==> src/rtl/ttm4_clock_gen.sv <==
// TTM4 CPU clock-enable and clear sequencer: manual step, two divided rates, full speed.
// Define TTM4_CLKGEN_DEBOUNCE_EN to insert the push-button debouncers.
module ttm4_clock_gen #(
  parameter int DIV_SLOW     = 50_000_000,
  parameter int DIV_FAST     = 5_000_000,
  parameter int DEBOUNCE_CYC = 500_000,
  parameter int CLR_CYC      = 4,
  parameter int LED_HOLD     = 5_000_000
) (
  input  logic       CK,
  input  logic       RST,
  input  logic [1:0] MODE,
  input  logic       STEP_BTN,
  input  logic       RESET_BTN,
  output logic       CPU_CKE,
  output logic       CPU_nCLR,
  output logic       TICK_LED
);

  localparam int DIV_MAX = (DIV_SLOW > DIV_FAST) ? DIV_SLOW : DIV_FAST;
  localparam int DIV_W   = $clog2(DIV_MAX + 1);
  localparam int CLR_W   = $clog2(CLR_CYC + 1);
  localparam int LED_W   = $clog2(LED_HOLD + 1);

  localparam logic [DIV_W-1:0] SLOW_LAST = DIV_W'(DIV_SLOW - 1);
  localparam logic [DIV_W-1:0] FAST_LAST = DIV_W'(DIV_FAST - 1);
  localparam logic [CLR_W-1:0] CLR_LAST  = CLR_W'(CLR_CYC - 1);
  localparam logic [LED_W-1:0] LED_MAX   = LED_W'(LED_HOLD);

  if (DIV_SLOW < 2 || DIV_FAST < 2 || DEBOUNCE_CYC < 1 || CLR_CYC < 1 || LED_HOLD < 1)
  begin : g_param_check
    $error("ttm4_clock_gen: parameter out of range");
  end

  typedef enum logic [1:0] {
    ST_CLEAR = 2'd0,
    ST_GUARD = 2'd1,
    ST_RUN   = 2'd2
  } state_t;

  // Button vectors: bit 0 = STEP_BTN, bit 1 = RESET_BTN.
  logic [1:0]       sync1_q, sync1_d;
  logic [1:0]       sync2_q, sync2_d;
  logic [1:0]       prev_q, prev_d;
  logic [1:0]       stable;
  logic [1:0]       press;

  state_t           state_q, state_d;
  logic [CLR_W-1:0] clr_cnt_q, clr_cnt_d;
  logic [DIV_W-1:0] div_cnt_q, div_cnt_d;
  logic [1:0]       mode_q, mode_d;
  logic             cke_q, cke_d;
  logic [LED_W-1:0] led_cnt_q, led_cnt_d;

  logic             run;
  logic             div_mode;
  logic [DIV_W-1:0] div_last;
  logic [DIV_W-1:0] div_cur;
  logic             div_hit;
  logic             tick_src;

`ifdef TTM4_CLKGEN_DEBOUNCE_EN
  localparam int              DB_W    = $clog2(DEBOUNCE_CYC + 1);
  localparam logic [DB_W-1:0] DB_LAST = DB_W'(DEBOUNCE_CYC);

  logic [1:0]      stable_q, stable_d;
  logic [DB_W-1:0] db_cnt_q [2];
  logic [DB_W-1:0] db_cnt_d [2];

  // The level is accepted one cycle after the mismatch run reaches the threshold.
  always_comb begin
    stable_d = stable_q;
    for (int i = 0; i < 2; i++) begin
      db_cnt_d[i] = '0;
      if (db_cnt_q[i] == DB_LAST) begin
        stable_d[i] = sync2_q[i];
      end else if (sync2_q[i] != stable_q[i]) begin
        db_cnt_d[i] = db_cnt_q[i] + DB_W'(1);
      end
    end
  end

  always_ff @(posedge CK) begin
    if (RST) begin
      stable_q    <= 2'b11;
      db_cnt_q[0] <= '0;
      db_cnt_q[1] <= '0;
    end else begin
      stable_q <= stable_d;
      db_cnt_q <= db_cnt_d;
    end
  end

  assign stable = stable_q;
`else
  assign stable = sync2_q;
`endif

  assign press = prev_q & ~stable;
  assign run   = (state_q == ST_RUN);

  always_comb begin
    sync1_d = {RESET_BTN, STEP_BTN};
    sync2_d = sync1_q;
    prev_d  = stable;
    mode_d  = MODE;
  end

  always_comb begin
    state_d   = state_q;
    clr_cnt_d = clr_cnt_q;
    if (press[1]) begin
      state_d   = ST_CLEAR;
      clr_cnt_d = '0;
    end else begin
      case (state_q)
        ST_CLEAR: begin
          if (clr_cnt_q == CLR_LAST) begin
            state_d   = ST_GUARD;
            clr_cnt_d = '0;
          end else begin
            clr_cnt_d = clr_cnt_q + CLR_W'(1);
          end
        end
        ST_GUARD: state_d = ST_RUN;
        ST_RUN:   state_d = ST_RUN;
        default:  state_d = ST_CLEAR;
      endcase
    end
  end

  // A mode change restarts the count in the same cycle, so a stale count never ticks.
  always_comb begin
    div_mode  = (MODE == 2'b01) || (MODE == 2'b10);
    div_last  = (MODE == 2'b01) ? SLOW_LAST : FAST_LAST;
    div_cur   = (run && (MODE == mode_q)) ? div_cnt_q : '0;
    div_hit   = div_mode && (div_cur == div_last);
    div_cnt_d = '0;
    if (run && div_mode && !div_hit) begin
      div_cnt_d = div_cur + DIV_W'(1);
    end
  end

  // A reset press wins over any tick in the same cycle.
  always_comb begin
    case (MODE)
      2'b00:   tick_src = press[0];
      2'b11:   tick_src = 1'b1;
      default: tick_src = div_hit;
    endcase
    cke_d = run && !press[1] && tick_src;
    if (cke_q) begin
      led_cnt_d = LED_MAX;
    end else if (led_cnt_q != '0) begin
      led_cnt_d = led_cnt_q - LED_W'(1);
    end else begin
      led_cnt_d = '0;
    end
  end

  always_ff @(posedge CK) begin
    mode_q <= mode_d;
    if (RST) begin
      sync1_q   <= 2'b11;
      sync2_q   <= 2'b11;
      prev_q    <= 2'b11;
      state_q   <= ST_CLEAR;
      clr_cnt_q <= '0;
      div_cnt_q <= '0;
      cke_q     <= 1'b0;
      led_cnt_q <= '0;
    end else begin
      sync1_q   <= sync1_d;
      sync2_q   <= sync2_d;
      prev_q    <= prev_d;
      state_q   <= state_d;
      clr_cnt_q <= clr_cnt_d;
      div_cnt_q <= div_cnt_d;
      cke_q     <= cke_d;
      led_cnt_q <= led_cnt_d;
    end
  end

  assign CPU_CKE  = cke_q;
  assign CPU_nCLR = (state_q != ST_CLEAR);
  assign TICK_LED = (led_cnt_q != '0);

endmodule

==> config.mk <==
export PLATFORM = sky130hd
export DESIGN_NAME = ttm4_clock_gen
export DESIGN_NICKNAME = d
export VERILOG_FILES = /design/src/rtl/ttm4_clock_gen.sv
export SDC_FILE = /design/constraint.sdc
export NUM_CORES = 1
export LEC_CHECK = 0
export BUFFER_PORTS_ARGS = -buffer_cell sky130_fd_sc_hd__buf_4
export CORE_AREA = 2 2 85 87
export CTS_CLUSTER_SIZE = 24
export DETAILED_ROUTE_END_ITERATION = 8
export DIE_AREA = 0 0 87 89
export PLACE_DENSITY_LB_ADDON = 0.08
export REMOVE_ABC_BUFFERS = 1
export SYNTH_ARGS = -nofsm -noshare
export SYNTH_HDL_FRONTEND = slang
export SYNTH_SLANG_ARGS = --single-unit
==> constraint.sdc <==
create_clock -name CK -period 2.65 [get_ports CK]
set_clock_uncertainty 0.05 [all_clocks]
set_input_delay 0.1325 -clock CK [delete_from_list [all_inputs] [get_ports CK]]
set_output_delay 0.1325 -clock CK [all_outputs]
set_load 0.02 [all_outputs]
# --- After elaboration in Yosys (flattened, before gate mapping) ---
# Index checks and enable logic that the tools add are counted.
totals:
  out_inout_bits: 3
  reg_bits: 63
  in_bits: 6
  word_cells: 51
classes:
  eq_ne: 9
  n_mux: 8
  bitwise_logic: 4
  n_addsub: 3
  n_reduce_logical: 17
ops:
  columns: ["operator", "n"]
  rows:
  - ["$mux W26", 2]
  - ["$mux W23", 2]
  - ["$add A26 B1 Y26 const B", 1]
  - ["$eq A26 B26 Y1", 1]
  - ["$reduce_bool A23 Y1", 1]
  - ["$sub A23 B1 Y23 const B", 1]
  - ["$eq A2 B2 Y1 const B", 3]
  - ["$logic_and A1 B1 Y1", 6]
  - ["$reduce_or A2 Y1", 3]
  - ["$eq A2 B1 Y1 const B", 2]
  - ["$logic_not A2 Y1", 2]
  - ["$pmux W2 S2", 1]
  - ["$add A3 B1 Y3 const B", 1]
  - ["$eq A3 B2 Y1 const B", 1]
  - ["$mux W3", 1]
  - ["$reduce_or A3 Y1", 1]
  - ["$and A2 B2 Y2", 1]
  - ["$eq A2 B2 Y1", 1]
  - ["$logic_not A1 Y1", 2]
  - ["$mux W2", 1]
  - ["$ne A2 B2 Y1 const B", 1]
  - ["$not A1 Y1", 2]
  - ["$not A2 Y2", 1]
  - ["$pmux W1 S2", 1]
  - ["2 further kinds", 2]

# --- Logic depth before layout (Yosys ltp) ---
logic_depth:
  word_depth: 9
  mapped_depth: 12
  ltp_nobuf: 10

# --- Worst setup path before layout ---
# No wires, ideal clock.
synth_path:
  kind: "reg2reg"
  start: "register state_q[0]"
  end: "register div_cnt_q[13]"
  synth_period_minus_slack_ns: 2.851
  t_required_ns: 2.468
  stages_incl_launch_ff: 13
  arrival_time_ns: 2.669
  setup_ns: 0.132
  setup_slack_ns: -0.201
  cell_sequence: "dfxtp_1 > inv_1 > ha_1 > clkbuf_1 > and3_1 > clkbuf_1 > and2_1 > ha_1 > nand3_1 > or4_1 > o21ai_2 > buf_2 > nor3_1"
synth_between:
  elab_chain_len: 9
  word_cells_on_any_way: 11
synth_lines:
  columns: ["item", "line", "source"]
  rows:
  - ["start, declared", "48", "state_t state_q, state_d;"]
  - ["start signal, assigned", "176", "state_q <= state_d;"]
  - ["$eq A2 B2 Y1 (*)", "100", "assign run = (state_q == ST_RUN);"]
  - ["parallel branches: the longest is 8 deep, another holds $add A26 B1 Y26", null, null]
  - ["end signal, assigned", "178", "div_cnt_q <= div_cnt_d;"]
  - ["end, declared", "50", "logic [DIV_W-1:0] div_cnt_q, div_cnt_d;"]
# Mark *: on every way between the ends.
# A chain may end at the register's enable or synchronous reset.

# --- Worst setup path after layout ---
layout_path:
  start: "input MODE[1]"
  end: "register div_cnt_q[3]"
layout_between:
  elab_chain_len: 9
  word_cells_on_any_way: 15
layout_lines:
  columns: ["item", "line", "source"]
  rows:
  - ["start, declared", "12", "input logic [1:0] MODE,"]
  - ["parallel branches: the longest is 9 deep, another holds $add A26 B1 Y26", null, null]
# Several ways; the timed one is not identified.

==> run_results.csv <==
group,metric,value,unit
run_status,status,"completed",
power_and_ir_drop,ir_drop,0.000612,V
route,first_pass_iters,4,
clocking,cts-root-buf,"clkbuf_8",
route,wl_per_cell,13.8,um
finish,post-route-util,51.5,%
yosys,ys_types,46,
timing,hold_viol,0,
timing,slew_viol_final,0,
yosys,synthTopCellsByArea,"dfxtp_1 43%, xnor2_1 8.0%, nor2_1 5.3%",
route,vias_per_cell,5.37,
clocking,clockBufferDepth,2,
power_and_ir_drop,p_int,0.00214,W
route,vias,2400,
worst_setup_path,crit_required,2790,ps
clocking,clkSinkCount,63,
power_and_ir_drop,switching_power,0.00111,W
clocking,cts_buffers,9,
worst_setup_path,r2r_start,"state_q[0]$_SDFFE_PP0P_",
finish,antenna_cells,0,
worst_setup_path,critical_path.startpoint,"MODE[1]",
timing,clock.fmax,395,MHz
yosys,ys_ff_latch,63,
power_and_ir_drop,sw_frac_of_total,34.1,%
power_and_ir_drop,clkPwrFrac,26.1,%
clocking,htree_levels,3,
global_route,grt_pass1_vias,2215,
worst_hold_path,hold_path.class,"primary input to flip-flop",
timing,timing.final.ws_setup,119,ps
clocking,clkSlewWorstSetupHoldPaths,70,ps
route,drtAntennaViolNets,0,
global_route,grt_max_degree,20,
worst_setup_path,worstRegToRegCells,10,
worst_setup_path,r2r_slack,170,ps
floorplan,num_rows,30,
clocking,tritoncts,"built",
yosys,synth_top_cell_by_area,"dfxtp_1",
route,wl,6.15,mm
timing,fin_crit_sh,95.5,%
floorplan,die_w,87,um
yosys,synth_edf_count,0,
place,pre_cts_slack,122,ps
global_route,track_usage,17.1,%
place,dpl.hpwl,4.21,mm
yosys,synth_ff_type,"dfxtp_1",
yosys,synth_most_common_cell,"dfxtp_1",
finish,area_delta_synth_final,17.1,%
yosys,synth-async-reset-ratio,0,%
timing,min_period,2530,ps
yosys,synth_commonest_cells,"63 x dfxtp_1, 42 x nor2_1, 30 x nor3_1, 27 x xnor2_1, 19 x nand2_1",
worst_setup_path,worstPathArrival,2670,ps
power_and_ir_drop,pwr-share-comb,34.9,%
floorplan,io_pins,9,
timing,setup_viol,0,
timing,rsz0062_at_grt,"false",
worst_setup_path,crit_fanout,8,
yosys,ys_warn_count,0,
route,route.detailed.drc,0,
global_route,antenna_found_initial,0,
floorplan,core,6720,um2
route,drt-initial-drc-count,94,
floorplan,initial_utilization,43.9,%
worst_setup_path,crit_type,"primary input to flip-flop",
yosys,ys_seq_area_share,42.7,%
yosys,synth_area,2950,um2
power_and_ir_drop,power_frac_seq,39.1,%
worst_setup_path,cp-endpoint,"div_cnt_q[3]$_SDFF_PP0_",
worst_setup_path,worst_setup_path_end_kind,"flip-flop",
yosys,syn_avg_cell_area,8.87,um2
place,place_congestion,0.839,
worst_setup_path,r2r_end,"div_cnt_q[3]$_SDFF_PP0_",
flow_run,max_cap_violations,0,
worst_hold_path,holdPathStages,2,
global_route,grt_pass1_wl,10.4,mm
timing,worst_pin_slew,791,ps
yosys,synth_top_area_share,42.7,%
finish,fill_cells,643,
clocking,insertion_delay,330,ps
power_and_ir_drop,leakagePower,1.24,nW
finish,layout.nets,379,
place,port_buffers,8,
yosys,syn_inst,333,
global_route,grt_overflow,0,
floorplan,die_y,89,um
finish,drive_above_1_share,15.3,%
floorplan,dieArea,7740,um2
timing,slew_headroom,47.1,%
worst_setup_path,start_kind,"primary input",
power_and_ir_drop,powerDensity,939,nW/um2
[placed cells by master, fill, tap and decap left out, drive strengths merged, types with 2 or more instances in the layout]
master and count:
a21oi 9, a31oi 4, and2 2, and3 6
and4 3, buf 22, clkbuf 12, dfxtp 63
dlygate4sd3 4, ha 10, inv 12, nand2 20
nand2b 4, nand3 16, nand4 12, nor2 42
nor3 30, nor3b 2, nor4 8, nor4b 2
o21ai 5, o31ai 2, o41ai 3, or2 7
or3 5, or4 4, or4bb 2, xnor2 27
xor2 15
[through the flow]
step | power [W] | cells | area (um2) | setup TNS (ps) | hold WS, ps
final | 0.00325 | 447 | 3460 | 0 | 30.5
after global placement | 0.00240 | 427 | 3170 | 0 | 241
after global routing | 0.00347 | 447 | 3460 | 0 | 31.2
after detailed placement | 0.00240 | 427 | 3170 | 0 | 240
after CTS | 0.00328 | 446 | 3410 | 0 | 16.3
after floorplan | 0.00209 | 326 | 2920 | -4520 | 110
[what timing repair did]
item                                    CTS  global route
endpoints found under the hold margin     4             0
resized for setup                         0             9
endpoints found under the setup margin    0            26
buffers inserted                          0             0
hold buffers                              4             0
[cells by family after synthesis]
group | after synthesis | synth area share (%)
flops | 63 | 42.7
fa+ha+maj | 10 | 4.24
buf+inv | 19 | 2.75
mux | 1 | 0.339
xor+xnor | 42 | 12.5
compound gates | 29 | 6.40
simple gates | 169 | 31.1
[final cells by class]
class	instances	area, um2	area share (%)
clock buffer	12	155	4.49
clock inverter	3	42.5	1.23
inverter	12	45.0	1.30
multi-input combinational	251	1640	47.5
sequential	63	1260	36.5
tap	80	100	2.89
timing repair buffer	26	213	6.15
[per-layer routing]
layer,routed length (um),up-vias,GRT usage [%]
li1,-,1240,-
met1,3030,1112,22.6
met2,2820,39,27.0
met3,217,9,4.99
met4,86,0,5.82
met5,0,-,0
[worst min-delay path by stage]
stage / endpoint / slack [ps] / startpoint
finish: led_cnt_q[6]$_SDFF_PP0_ / 30 / RST
global route: led_cnt_q[6]$_SDFF_PP0_ / 30 / RST
CTS: led_cnt_q[6]$_SDFF_PP0_ / 20 / RST
detailed placement: mode_q[1]$_DFF_P_ / 240 / MODE[1]
global placement: mode_q[1]$_DFF_P_ / 240 / MODE[1]
floorplan: mode_q[0]$_DFF_P_ / 110 / MODE[0]
[state kept, by name, indices dropped and copies added (netlist names)]
name and count:
div_cnt_q 26, led_cnt_q 23, clr_cnt_q 3, mode_q 2, prev_d 2, prev_q 2
state_q 2, sync1_q 2, CPU_CKE 1
[worst max-delay path, stage by stage]
cell and delay, ps:
dlygate4sd3_1 530, buf_4 160, xnor2_2 140, and3_4 210, and2_1 150, ha_1 180
nand3_1 150, or4_4 570, o21ai_4 190, buf_4 190, nor3_1 60
[power by group through the flow]
stage	Sequential, W	Clock, W	Combinational (W)
after floorplan	0.00125	0	0.000843
after global placement	0.00128	0	0.00112
after detailed placement	0.00128	0	0.00112
after CTS	0.00127	0.000870	0.00114
after global routing	0.00129	0.000903	0.00128
final	0.00127	0.000846	0.00113
Power figures use the tool's default switching activity.
